`src/rtl/cache_fill_arbiter_pkg.sv`:
```
// Shared types and block geometry for the cache fill arbiter.
package cache_mem_pkg;
  localparam int WORDS_PER_BLOCK = 8;
  localparam int BLOCK_OFFSET_W  = 4;
  localparam int MEM_LATENCY     = 4;
  localparam int CNT_W           = $clog2(WORDS_PER_BLOCK);

  typedef enum logic [2:0] {
    IDLE  = 3'd0,
    FILL  = 3'd1,
    DRAIN = 3'd2,
    DONE  = 3'd3,
    WRITE = 3'd4
  } arbState_t;

  typedef enum logic {
    REQ_I = 1'b0,
    REQ_D = 1'b1
  } requester_t;
endpackage

```
`src/rtl/cache_fill_arbiter_if.sv`:
```
// Bundle of cache request, memory and fill signals around the fill arbiter.
// master: the arbiter; slave: caches plus memory model.
interface cache_fill_arbiter_if #(
  parameter int ADDR_W = 16,
  parameter int DATA_W = 16
);
  logic              i_miss;
  logic [ADDR_W-1:0] i_miss_addr;
  logic              d_miss;
  logic [ADDR_W-1:0] d_miss_addr;
  logic              d_wr;
  logic [ADDR_W-1:0] d_wr_addr;
  logic [DATA_W-1:0] d_wr_data;
  logic              mem_en;
  logic              mem_wr;
  logic [ADDR_W-1:0] mem_addr;
  logic [DATA_W-1:0] mem_wdata;
  logic [DATA_W-1:0] mem_rdata;
  logic              mem_rvalid;
  logic              fill_we;
  logic              fill_sel;
  logic [ADDR_W-1:0] fill_addr;
  logic [DATA_W-1:0] fill_data;
  logic              i_fill_done;
  logic              d_fill_done;
  logic              d_wr_done;
  logic              busy;

  modport master (
    input  i_miss, i_miss_addr, d_miss, d_miss_addr, d_wr, d_wr_addr, d_wr_data,
           mem_rdata, mem_rvalid,
    output mem_en, mem_wr, mem_addr, mem_wdata, fill_we, fill_sel, fill_addr, fill_data,
           i_fill_done, d_fill_done, d_wr_done, busy
  );

  modport slave (
    output i_miss, i_miss_addr, d_miss, d_miss_addr, d_wr, d_wr_addr, d_wr_data,
           mem_rdata, mem_rvalid,
    input  mem_en, mem_wr, mem_addr, mem_wdata, fill_we, fill_sel, fill_addr, fill_data,
           i_fill_done, d_fill_done, d_wr_done, busy
  );
endinterface

```
`src/rtl/fill_addr_gen.sv`:
```
// Maps block base, start word offset and a word counter to a byte address inside the block.
module fill_addr_gen
  import cache_mem_pkg::*;
#(
  parameter int ADDR_W = 16
) (
  input  logic [ADDR_W-1:0] base,
  input  logic [CNT_W-1:0]  startOff,
  input  logic [CNT_W-1:0]  cnt,
  output logic [ADDR_W-1:0] byteAddr
);
  logic [CNT_W-1:0] wordOff;

  // Offset wraps inside the block, so the add never carries past the block base.
  assign wordOff  = startOff + cnt;
  assign byteAddr = base + ADDR_W'({wordOff, 1'b0});
endmodule

```
`src/rtl/cache_fill_arbiter.sv`:
```
// Arbitrates I/D cache block fills and D-cache write-through stores onto one pipelined memory.
// Build option FILL_CRITICAL_WORD_FIRST_EN: issue and fill start at the missed word and wrap within the block.
module cache_fill_arbiter
  import cache_mem_pkg::*;
#(
  parameter int ADDR_W = 16
) (
  input logic                 clk,
  input logic                 rst_n,
  cache_fill_arbiter_if.master bus
);
  // state | meaning
  // IDLE  | waiting; grant priority d_miss > d_wr > i_miss
  // FILL  | issuing one block read per cycle, returns may already arrive
  // DRAIN | all reads issued, collecting the remaining returns
  // DONE  | one-cycle fill completion pulse to the requester
  // WRITE | single-cycle write-through store with d_wr_done

  localparam logic [ADDR_W-1:0] BLOCK_MASK = ~ADDR_W'((1 << BLOCK_OFFSET_W) - 1);
  localparam logic [CNT_W-1:0]  LAST_CNT   = CNT_W'(WORDS_PER_BLOCK - 1);

  arbState_t         state;
  arbState_t         stateNext;
  requester_t        req;
  logic [ADDR_W-1:0] base;
  logic [ADDR_W-1:0] issueAddr;
  logic [ADDR_W-1:0] retAddr;
  logic [CNT_W-1:0]  issueCnt;
  logic [CNT_W-1:0]  retCnt;
  logic [CNT_W-1:0]  startOff;
  logic              grantD;
  logic              grantI;
  logic              retire;

  assign grantD = (state == IDLE) && bus.d_miss;
  assign grantI = (state == IDLE) && !bus.d_miss && !bus.d_wr && bus.i_miss;
  // Returns outside FILL/DRAIN (e.g. in flight across a reset) are dropped here.
  assign retire = ((state == FILL) || (state == DRAIN)) && bus.mem_rvalid;

  always_ff @(posedge clk) begin
    if (!rst_n) state <= IDLE;
    else        state <= stateNext;
  end

  always_comb begin
    stateNext = state;
    case (state)
      IDLE: begin
        if (bus.d_miss)      stateNext = FILL;
        else if (bus.d_wr)   stateNext = WRITE;
        else if (bus.i_miss) stateNext = FILL;
      end
      FILL:    if (issueCnt == LAST_CNT) stateNext = DRAIN;
      DRAIN:   if (retire && (retCnt == LAST_CNT)) stateNext = DONE;
      DONE:    stateNext = IDLE;
      WRITE:   stateNext = IDLE;
      default: stateNext = IDLE;
    endcase
  end

  always_ff @(posedge clk) begin
    if (!rst_n) begin
      issueCnt <= '0;
      retCnt   <= '0;
      base     <= '0;
      req      <= REQ_I;
    end else if (state == IDLE) begin
      issueCnt <= '0;
      retCnt   <= '0;
      if (grantD) begin
        req  <= REQ_D;
        base <= bus.d_miss_addr & BLOCK_MASK;
      end else if (grantI) begin
        req  <= REQ_I;
        base <= bus.i_miss_addr & BLOCK_MASK;
      end
    end else begin
      if (state == FILL) issueCnt <= issueCnt + CNT_W'(1);
      if (retire)        retCnt   <= retCnt + CNT_W'(1);
    end
  end

`ifdef FILL_CRITICAL_WORD_FIRST_EN
  always_ff @(posedge clk) begin
    if (!rst_n)      startOff <= '0;
    else if (grantD) startOff <= bus.d_miss_addr[BLOCK_OFFSET_W-1:1];
    else if (grantI) startOff <= bus.i_miss_addr[BLOCK_OFFSET_W-1:1];
  end
`else
  assign startOff = '0;
`endif

  fill_addr_gen #(.ADDR_W(ADDR_W)) uIssueAddr (
    .base     (base),
    .startOff (startOff),
    .cnt      (issueCnt),
    .byteAddr (issueAddr)
  );

  fill_addr_gen #(.ADDR_W(ADDR_W)) uRetAddr (
    .base     (base),
    .startOff (startOff),
    .cnt      (retCnt),
    .byteAddr (retAddr)
  );

  always_comb begin
    bus.mem_en      = 1'b0;
    bus.mem_wr      = 1'b0;
    bus.mem_addr    = '0;
    bus.mem_wdata   = '0;
    bus.fill_we     = 1'b0;
    bus.fill_sel    = 1'b0;
    bus.fill_addr   = '0;
    bus.fill_data   = '0;
    bus.i_fill_done = 1'b0;
    bus.d_fill_done = 1'b0;
    bus.d_wr_done   = 1'b0;
    bus.busy        = (state != IDLE);
    case (state)
      FILL: begin
        bus.mem_en   = 1'b1;
        bus.mem_addr = issueAddr;
      end
      WRITE: begin
        bus.mem_en    = 1'b1;
        bus.mem_wr    = 1'b1;
        bus.mem_addr  = bus.d_wr_addr;
        bus.mem_wdata = bus.d_wr_data;
        bus.d_wr_done = 1'b1;
      end
      DONE: begin
        if (req == REQ_D) bus.d_fill_done = 1'b1;
        else              bus.i_fill_done = 1'b1;
      end
      default: ;
    endcase
    if (retire) begin
      bus.fill_we   = 1'b1;
      bus.fill_sel  = (req == REQ_D);
      bus.fill_addr = retAddr;
      bus.fill_data = bus.mem_rdata;
    end
  end
endmodule

```
`src/flat_wrapper.sv`:
```
// flat-port wrapper written by rule: the top's interface ports become plain ports
module cache_fill_arbiter_flat import cache_mem_pkg::*;
#(
  parameter int ADDR_W = 16
)
  (clk, rst_n, bus_i_miss, bus_i_miss_addr, bus_d_miss, bus_d_miss_addr, bus_d_wr, bus_d_wr_addr, bus_d_wr_data, bus_mem_rdata, bus_mem_rvalid, bus_mem_en, bus_mem_wr, bus_mem_addr, bus_mem_wdata, bus_fill_we, bus_fill_sel, bus_fill_addr, bus_fill_data, bus_i_fill_done, bus_d_fill_done, bus_d_wr_done, bus_busy);
  cache_fill_arbiter_if #(.ADDR_W(ADDR_W), .DATA_W(16)) bus_i ();
  input logic clk;
  input logic rst_n;
  input wire logic [$bits(bus_i.i_miss)-1:0] bus_i_miss;
  input wire logic [$bits(bus_i.i_miss_addr)-1:0] bus_i_miss_addr;
  input wire logic [$bits(bus_i.d_miss)-1:0] bus_d_miss;
  input wire logic [$bits(bus_i.d_miss_addr)-1:0] bus_d_miss_addr;
  input wire logic [$bits(bus_i.d_wr)-1:0] bus_d_wr;
  input wire logic [$bits(bus_i.d_wr_addr)-1:0] bus_d_wr_addr;
  input wire logic [$bits(bus_i.d_wr_data)-1:0] bus_d_wr_data;
  input wire logic [$bits(bus_i.mem_rdata)-1:0] bus_mem_rdata;
  input wire logic [$bits(bus_i.mem_rvalid)-1:0] bus_mem_rvalid;
  output wire logic [$bits(bus_i.mem_en)-1:0] bus_mem_en;
  output wire logic [$bits(bus_i.mem_wr)-1:0] bus_mem_wr;
  output wire logic [$bits(bus_i.mem_addr)-1:0] bus_mem_addr;
  output wire logic [$bits(bus_i.mem_wdata)-1:0] bus_mem_wdata;
  output wire logic [$bits(bus_i.fill_we)-1:0] bus_fill_we;
  output wire logic [$bits(bus_i.fill_sel)-1:0] bus_fill_sel;
  output wire logic [$bits(bus_i.fill_addr)-1:0] bus_fill_addr;
  output wire logic [$bits(bus_i.fill_data)-1:0] bus_fill_data;
  output wire logic [$bits(bus_i.i_fill_done)-1:0] bus_i_fill_done;
  output wire logic [$bits(bus_i.d_fill_done)-1:0] bus_d_fill_done;
  output wire logic [$bits(bus_i.d_wr_done)-1:0] bus_d_wr_done;
  output wire logic [$bits(bus_i.busy)-1:0] bus_busy;
  assign bus_i.i_miss = bus_i_miss;
  assign bus_i.i_miss_addr = bus_i_miss_addr;
  assign bus_i.d_miss = bus_d_miss;
  assign bus_i.d_miss_addr = bus_d_miss_addr;
  assign bus_i.d_wr = bus_d_wr;
  assign bus_i.d_wr_addr = bus_d_wr_addr;
  assign bus_i.d_wr_data = bus_d_wr_data;
  assign bus_i.mem_rdata = bus_mem_rdata;
  assign bus_i.mem_rvalid = bus_mem_rvalid;
  assign bus_mem_en = bus_i.mem_en;
  assign bus_mem_wr = bus_i.mem_wr;
  assign bus_mem_addr = bus_i.mem_addr;
  assign bus_mem_wdata = bus_i.mem_wdata;
  assign bus_fill_we = bus_i.fill_we;
  assign bus_fill_sel = bus_i.fill_sel;
  assign bus_fill_addr = bus_i.fill_addr;
  assign bus_fill_data = bus_i.fill_data;
  assign bus_i_fill_done = bus_i.i_fill_done;
  assign bus_d_fill_done = bus_i.d_fill_done;
  assign bus_d_wr_done = bus_i.d_wr_done;
  assign bus_busy = bus_i.busy;
  cache_fill_arbiter #(.ADDR_W(ADDR_W)) u_core (.clk(clk), .rst_n(rst_n), .bus(bus_i));
endmodule
```
`config.mk`:
```
export PLATFORM = sky130hd
export DESIGN_NAME = cache_fill_arbiter_flat
export DESIGN_NICKNAME = d
export VERILOG_FILES = /design/src/rtl/cache_fill_arbiter_pkg.sv /design/src/rtl/cache_fill_arbiter_if.sv /design/src/rtl/fill_addr_gen.sv /design/src/rtl/cache_fill_arbiter.sv /design/src/flat_wrapper.sv
export SDC_FILE = /design/constraint.sdc
export NUM_CORES = 1
export LEC_CHECK = 0
export CORE_UTILIZATION = 30
export DETAILED_ROUTE_END_ITERATION = 16
export HOLD_SLACK_MARGIN = 0.08
export PLACE_DENSITY = 0.8
export SLEW_MARGIN = 5
export SYNTH_ARGS = -nofsm -noshare
export SYNTH_HDL_FRONTEND = slang
export SYNTH_SLANG_ARGS = --single-unit
```
`constraint.sdc`:
```
create_clock -name clk -period 1.9 [get_ports clk]
set_input_delay 0.38 -clock clk [delete_from_list [all_inputs] [get_ports clk]]
set_output_delay 0.38 -clock clk [all_outputs]
set_load 0.01 [all_outputs]
```
==> flow_summary.toml, run 1 <==
[run]
cap_violations = 0

[setup_path]
slowest_delay_ns = 0.37
rr_worst_depth = 5
crit_path_top_delay_cell = "dfxtp_4"
r2r_start = "u_core.state[1]"
r2r-end = "u_core.req"
crit_path_start_kind = "register"
crit_path_end_kind = "output pin"
worstPathArrival_ns = 1.55
crit_chain = "buf_6 > nor2b_4 > buf_6 > buf_6 > buf_6 > buf_6 > and3_4 > buf_6"
critPathMaxFanout = 5
ff2ff_setup_slack_ns = 0.11
cpMostUsedCell = "buf_6"
worst-setup-path-type = "register to output pin"
critPathRequiredTime_ns = 1.52

[die]
io_pins = 158
die_x_um = 76.59
core_um2 = 5238
die_y_um = 76.59
rows = 26
die_area_um2 = 5866
floorplan.initialDensity_pct = 31.87

[drt]
drt-total-wl_um = 6565
drt_iter0_drc = 104
drt-pass1-iter-count = 4
vias = 2121
drt_drc_violations_left = 0
wl_per_cell_um = 14.75
avgViaCountPerCell = 4.766
ant_nets = 0

[grt]
grt_start_max_net_pins = 25
grt_pass1_wl_um = 9984
first_global_vias = 2060
grt_util_all_layers_pct = 20.98
antenna_found_initial = 0
grt.overflow.total = 0

[timing]
finalCritPeriodShare_pct = 101.4
rsz0062_at_grt = "yes"
tightest_slew_ns = 0.5182
setup-violations-final = 1
hold_viol = 0
relSlewSlack_pct = 65.36
max_freq_mhz = 518.8
fin_ws_ns = -0.02748
period_needed_ns = 1.927
fin_setup_tns_ns = -0.02748
clock_skew_ns = 0.005124
whs_ns = 0.4758
report.final.slew_viol_count = 0

[placement]
port_buffers = 148
gp_congestion = 0.7597
dpl.hpwl_um = 4728

[finish]
diodes = 0
drive_gt1_share_pct = 34.93
area_delta_synth_final_pct = 101.0
layout_commonest_cell = "clkdlybuf4s50_1"
fin_nets = 466
final_cell_mix = "clkdlybuf4s50_1, clkbuf_2, and3_1"
final_core_util_pct = 64.05

[min_path]
worstHoldPathCells = 2
worstHoldPathType = "register to register"
hp-start = "u_core.base[13]"
holdPathEnd = "u_core.base[13]"

[synthesis]
yosysUniqueCellTypes = 30
synth.area.mux_share_pct = 17.17
synth_top_family_by_area = "simple AND/OR/NAND/NOR gates"
synth-seq-cells = 22
synthAdderAreaFrac_pct = 2.999
synth_area_leaders = "dfxtp_1, and3_1, mux2_2"
yosys_warnings = 0
synth_top_cell_area_share_pct = 26.39
synth_nets = 296
synth-simple-area-share_pct = 32.68
syn_area_per_cell_um2 = 8.102
synth.cell_area_um2 = 1669
syn_inst = 206
seq_area_frac_synth_pct = 26.39
synth_compound_area_share_pct = 12.22
synth_top_area_cell = "dfxtp_1"
synthXorXnorAreaFrac_pct = 1.574

[power_and_ir_drop]
total_leakage_power_uw = 0.001704
ir_drop_uv = 313.9
power_density_nw_per_um2 = 506.2

[clock_network]
cts-buffers-inserted = 3
cts_tree = "yes"
clk_pin_slew_worst_paths_ns = 0.08
cts_buffer_depth = 2
clock-sinks = 22
clock_latency_ns = 0.26
h-tree-depth = 1
cts-root-buf = "clkbuf_8"

[outcome]
status = "finished with violations"
violations = "negative setup slack"
-- cells in the mapped netlist --
cell       n
and3_1    33
nand2_1   30
dfxtp_1   22
and2_1    17
a22o_1    15
mux2i_1   14
mux2_2    13
clkbuf_1  12
nor2_1     7
buf_2      6
ha_1       4
a21oi_1    3
nor2b_1    3
nor3b_1    3
o21ai_0    3
buf_4      2
buf_6      2
nand3_1    2
nor3_1     2
or3_1      2
xnor2_1    2
a21boi_0   1
a31o_2     1
conb_1     1
nand2b_1   1
nand3b_1   1
o21bai_4   1
o31ai_1    1
or2_2      1
xor2_1     1
-- routing by layer --
metal / GRT usage [%] / part of all wire [%] / vias up
li1: - / - / 1055
met3: 4.910 / 5.8 / 6
met4: 2.500 / 1.0 / 0
met5: 0 / 0 / -
met1: 23.88 / 40 / 977
met2: 40.18 / 53 / 83
-- sequential cells by signal (all words and copies together), names as in the netlist --
register         cells
u_core.state         3
u_core.req           1
u_core.retCnt        3
u_core.issueCnt      3
u_core.base         12
-- power by group --
| group | switching [uW] | internal (uW) |
|---|---|---|
| registers | 39.8 | 498 |
| logic | 291 | 432 |
| clock network | 156 | 281 |
-- repair_timing --
item	4_1_cts	5_1_grt
pin swaps	1	2
gates resized for setup	130	121
endpoints found under the setup margin	71	66
gates cloned	2	3
hold buffers	0	0
setup buffers	6	7
-- through the flow --
stage | worst slack [ns] | cells | power, uW | cell area, um^2
final | -0.02748 | 445 | 1698 | 3354
after floorplan | 0.1091 | 206 | 836.0 | 1669
after global routing | -0.08535 | 445 | 1788 | 3354
after detailed placement | -0.4061 | 423 | 1234 | 3328
after global placement | -0.4104 | 423 | 1221 | 3328
after CTS | -0.05214 | 435 | 1667 | 3470
-- worst max path at each step --
stage                    startpoint           endpoint  slack, ns
global placement     bus_mem_rvalid   bus_fill_addr[8]      -0.41
global route        u_core.state[2]   bus_fill_addr[8]      -0.09
CTS                 u_core.state[2]   bus_fill_addr[8]      -0.05
floorplan           u_core.state[0]  bus_mem_wdata[10]       0.11
finish              u_core.state[2]   bus_fill_addr[8]      -0.03
detailed placement   bus_mem_rvalid  bus_fill_addr[13]      -0.41
-- critical path: cells and delay by family (launching register included) --
family        cells  cell delay (ns)
simple gates      2             0.29
buf+inv           6             0.64
flops             1             0.37
-- final cells by class --
class | count | area (um^2)
clock buffer | 3 | 41.29
clock inverter | 1 | 30.03
fill | 464 | 1883
multi-input combinational | 162 | 1182
sequential | 22 | 451.7
tap | 70 | 87.58
timing repair buffer | 187 | 1562
-- logic make-up after synthesis --
logic type	after synthesis
fa+ha+maj	4
xor+xnor	3
flops	22
compound gates	25
simple gates	102
buf+inv	22
other cells	1
mux	27
Note: power is estimated with default switching activity, not from simulation.
==> inputs of run 2 (changes only) <==
CORE_MARGIN = 4   (was unset)
==> flow_summary.toml, run 2 (synthesized netlist as in run 1, its figures left out) <==
[outcome]
status = "finished with violations"
violations = "negative setup slack"

[finish]
fin_nets = 459
area_delta_synth_final_pct = 99.63
design_area_um2 = 3332
largest_register_ffs = 12
regMostFlops = "u_core.base"
final_cell_mix = "clkdlybuf4s50_1, buf_2, and3_1, nand2_1, dfxtp_1"
fillCellCount = 477
diodes = 0
final_core_util_pct = 63.62
drive_gt1_share_pct = 35.33
layout_commonest_cell = "clkdlybuf4s50_1"

[die]
die_y_um = 82.59
die_x_um = 82.59
rows = 26
core_um2 = 5238
die_area_um2 = 6821
floorplan.initialDensity_pct = 31.87
io_pins = 158

[placement]
port_buffers = 148
placed_area_um2 = 3318
dpl.hpwl_um = 5156
gp_congestion = 0.7940

[setup_path]
worstPathArrival_ns = 1.52
crit_path_end_kind = "output pin"
ff2ff_setup_slack_ns = 0.12
critPathMaxFanout = 4
crit_path_start_kind = "register"
worst-setup-path-type = "register to output pin"
critPathRequiredTime_ns = 1.52

[power_and_ir_drop]
power_density_nw_per_um2 = 508.8
total_leakage_power_uw = 0.001717
total_power_uw = 1695
ir_drop_uv = 297.1

[grt]
first_global_vias = 2073
antenna_found_initial = 0
grt_start_max_net_pins = 22
grt_pass1_wl_um = 9901
grt_util_all_layers_pct = 18.85
grt.overflow.total = 0

[timing]
report.final.slew_viol_count = 0
finalCritPeriodShare_pct = 100.2
max_freq_mhz = 525.1
period_needed_ns = 1.905
whs_ns = 0.4879
rsz0062_at_grt = "yes"
fin_ws_ns = -0.004563
setup-violations-final = 1
hold_viol = 0
clock_skew_ns = 0.008016
fin_setup_tns_ns = -0.004563

[clock_network]
clock_latency_ns = 0.27
cts_tree = "yes"
cts-buffers-inserted = 3
cts_buffer_depth = 2
h-tree-depth = 1
clk_pin_slew_worst_paths_ns = 0.09
clock-sinks = 22
cts-root-buf = "clkbuf_8"

[run]
cap_violations = 0

[drt]
drt_drc_violations_left = 0
drt-pass1-iter-count = 4
avgViaCountPerCell = 4.815
vias = 2109
wl_per_cell_um = 15.50
drt-total-wl_um = 6788
ant_nets = 0
drt_iter0_drc = 69

[min_path]
worstHoldPathType = "register to register"
==> run 2: cell types whose count changed in the layout (fill, tap and decap cells not counted), sizes merged <==
cell and change:
clkbuf -34, buf +31, clkdlybuf4s15 -4
==> run 2: path summary, 6_finish.rpt <==
check / start / end / cells after the start
worst max-delay path: u_core.state[2] / bus_fill_addr[11] / 7
worst min-delay path: u_core.base[12] / u_core.base[12] / 2
worst max register to register: u_core.state[1] / u_core.req / 5
worst min register to register: u_core.base[12] / u_core.base[12] / 2
==> run 2: metrics by stage <==
step	setup slack, ns	std cells
global route	-0.05465	438
floorplan	0.1091	206
finish	-0.004563	438
CTS	-0.07782	439
global placement	-0.4162	420
detailed placement	-0.4389	420
==> run 2: what timing repair did <==
action / in CTS / in global routing
hold endpoints to repair: 0 / 0
gates cloned: 4 / 0
hold buffers: 0 / 0
buffers inserted: 11 / 1
setup endpoints to repair: 71 / 33
pin swaps: 1 / 0
resized for setup: 261 / 32
==> run 2: power by group <==
part / internal, uW / switching, uW / total (uW)
Combinational: 419 / 280 / 699
Clock: 282 / 174 / 456
Sequential: 498 / 41.5 / 540
==> run 2: layout make-up <==
class / count / area [um^2] / share of cell area (%)
tap: 70 / 87.58 / 2.629
clock buffer: 3 / 41.29 / 1.239
timing repair buffer: 180 / 1529 / 45.89
multi-input combinational: 162 / 1192 / 35.79
sequential: 22 / 451.7 / 13.56
clock inverter: 1 / 30.03 / 0.9012
==> run 2: routing by layer <==
metal,up-vias,share of wire [%],routed length [um],global-route usage (%)
li1,1040,-,-,-
met1,978,40,2695,21.15
met2,82,50,3411,34.21
met3,9,8.9,607,5.531
met4,0,1.1,74,5.556
met5,-,0,0,0
==> run 2: worst max-delay path, stage by stage, from the launching register on <==
cell     delay [ns]
dfxtp_4        0.38
buf_6          0.12
nor2b_4        0.16
buf_6          0.12
buf_6          0.10
buf_4          0.10
and3_1         0.14
buf_2          0.13
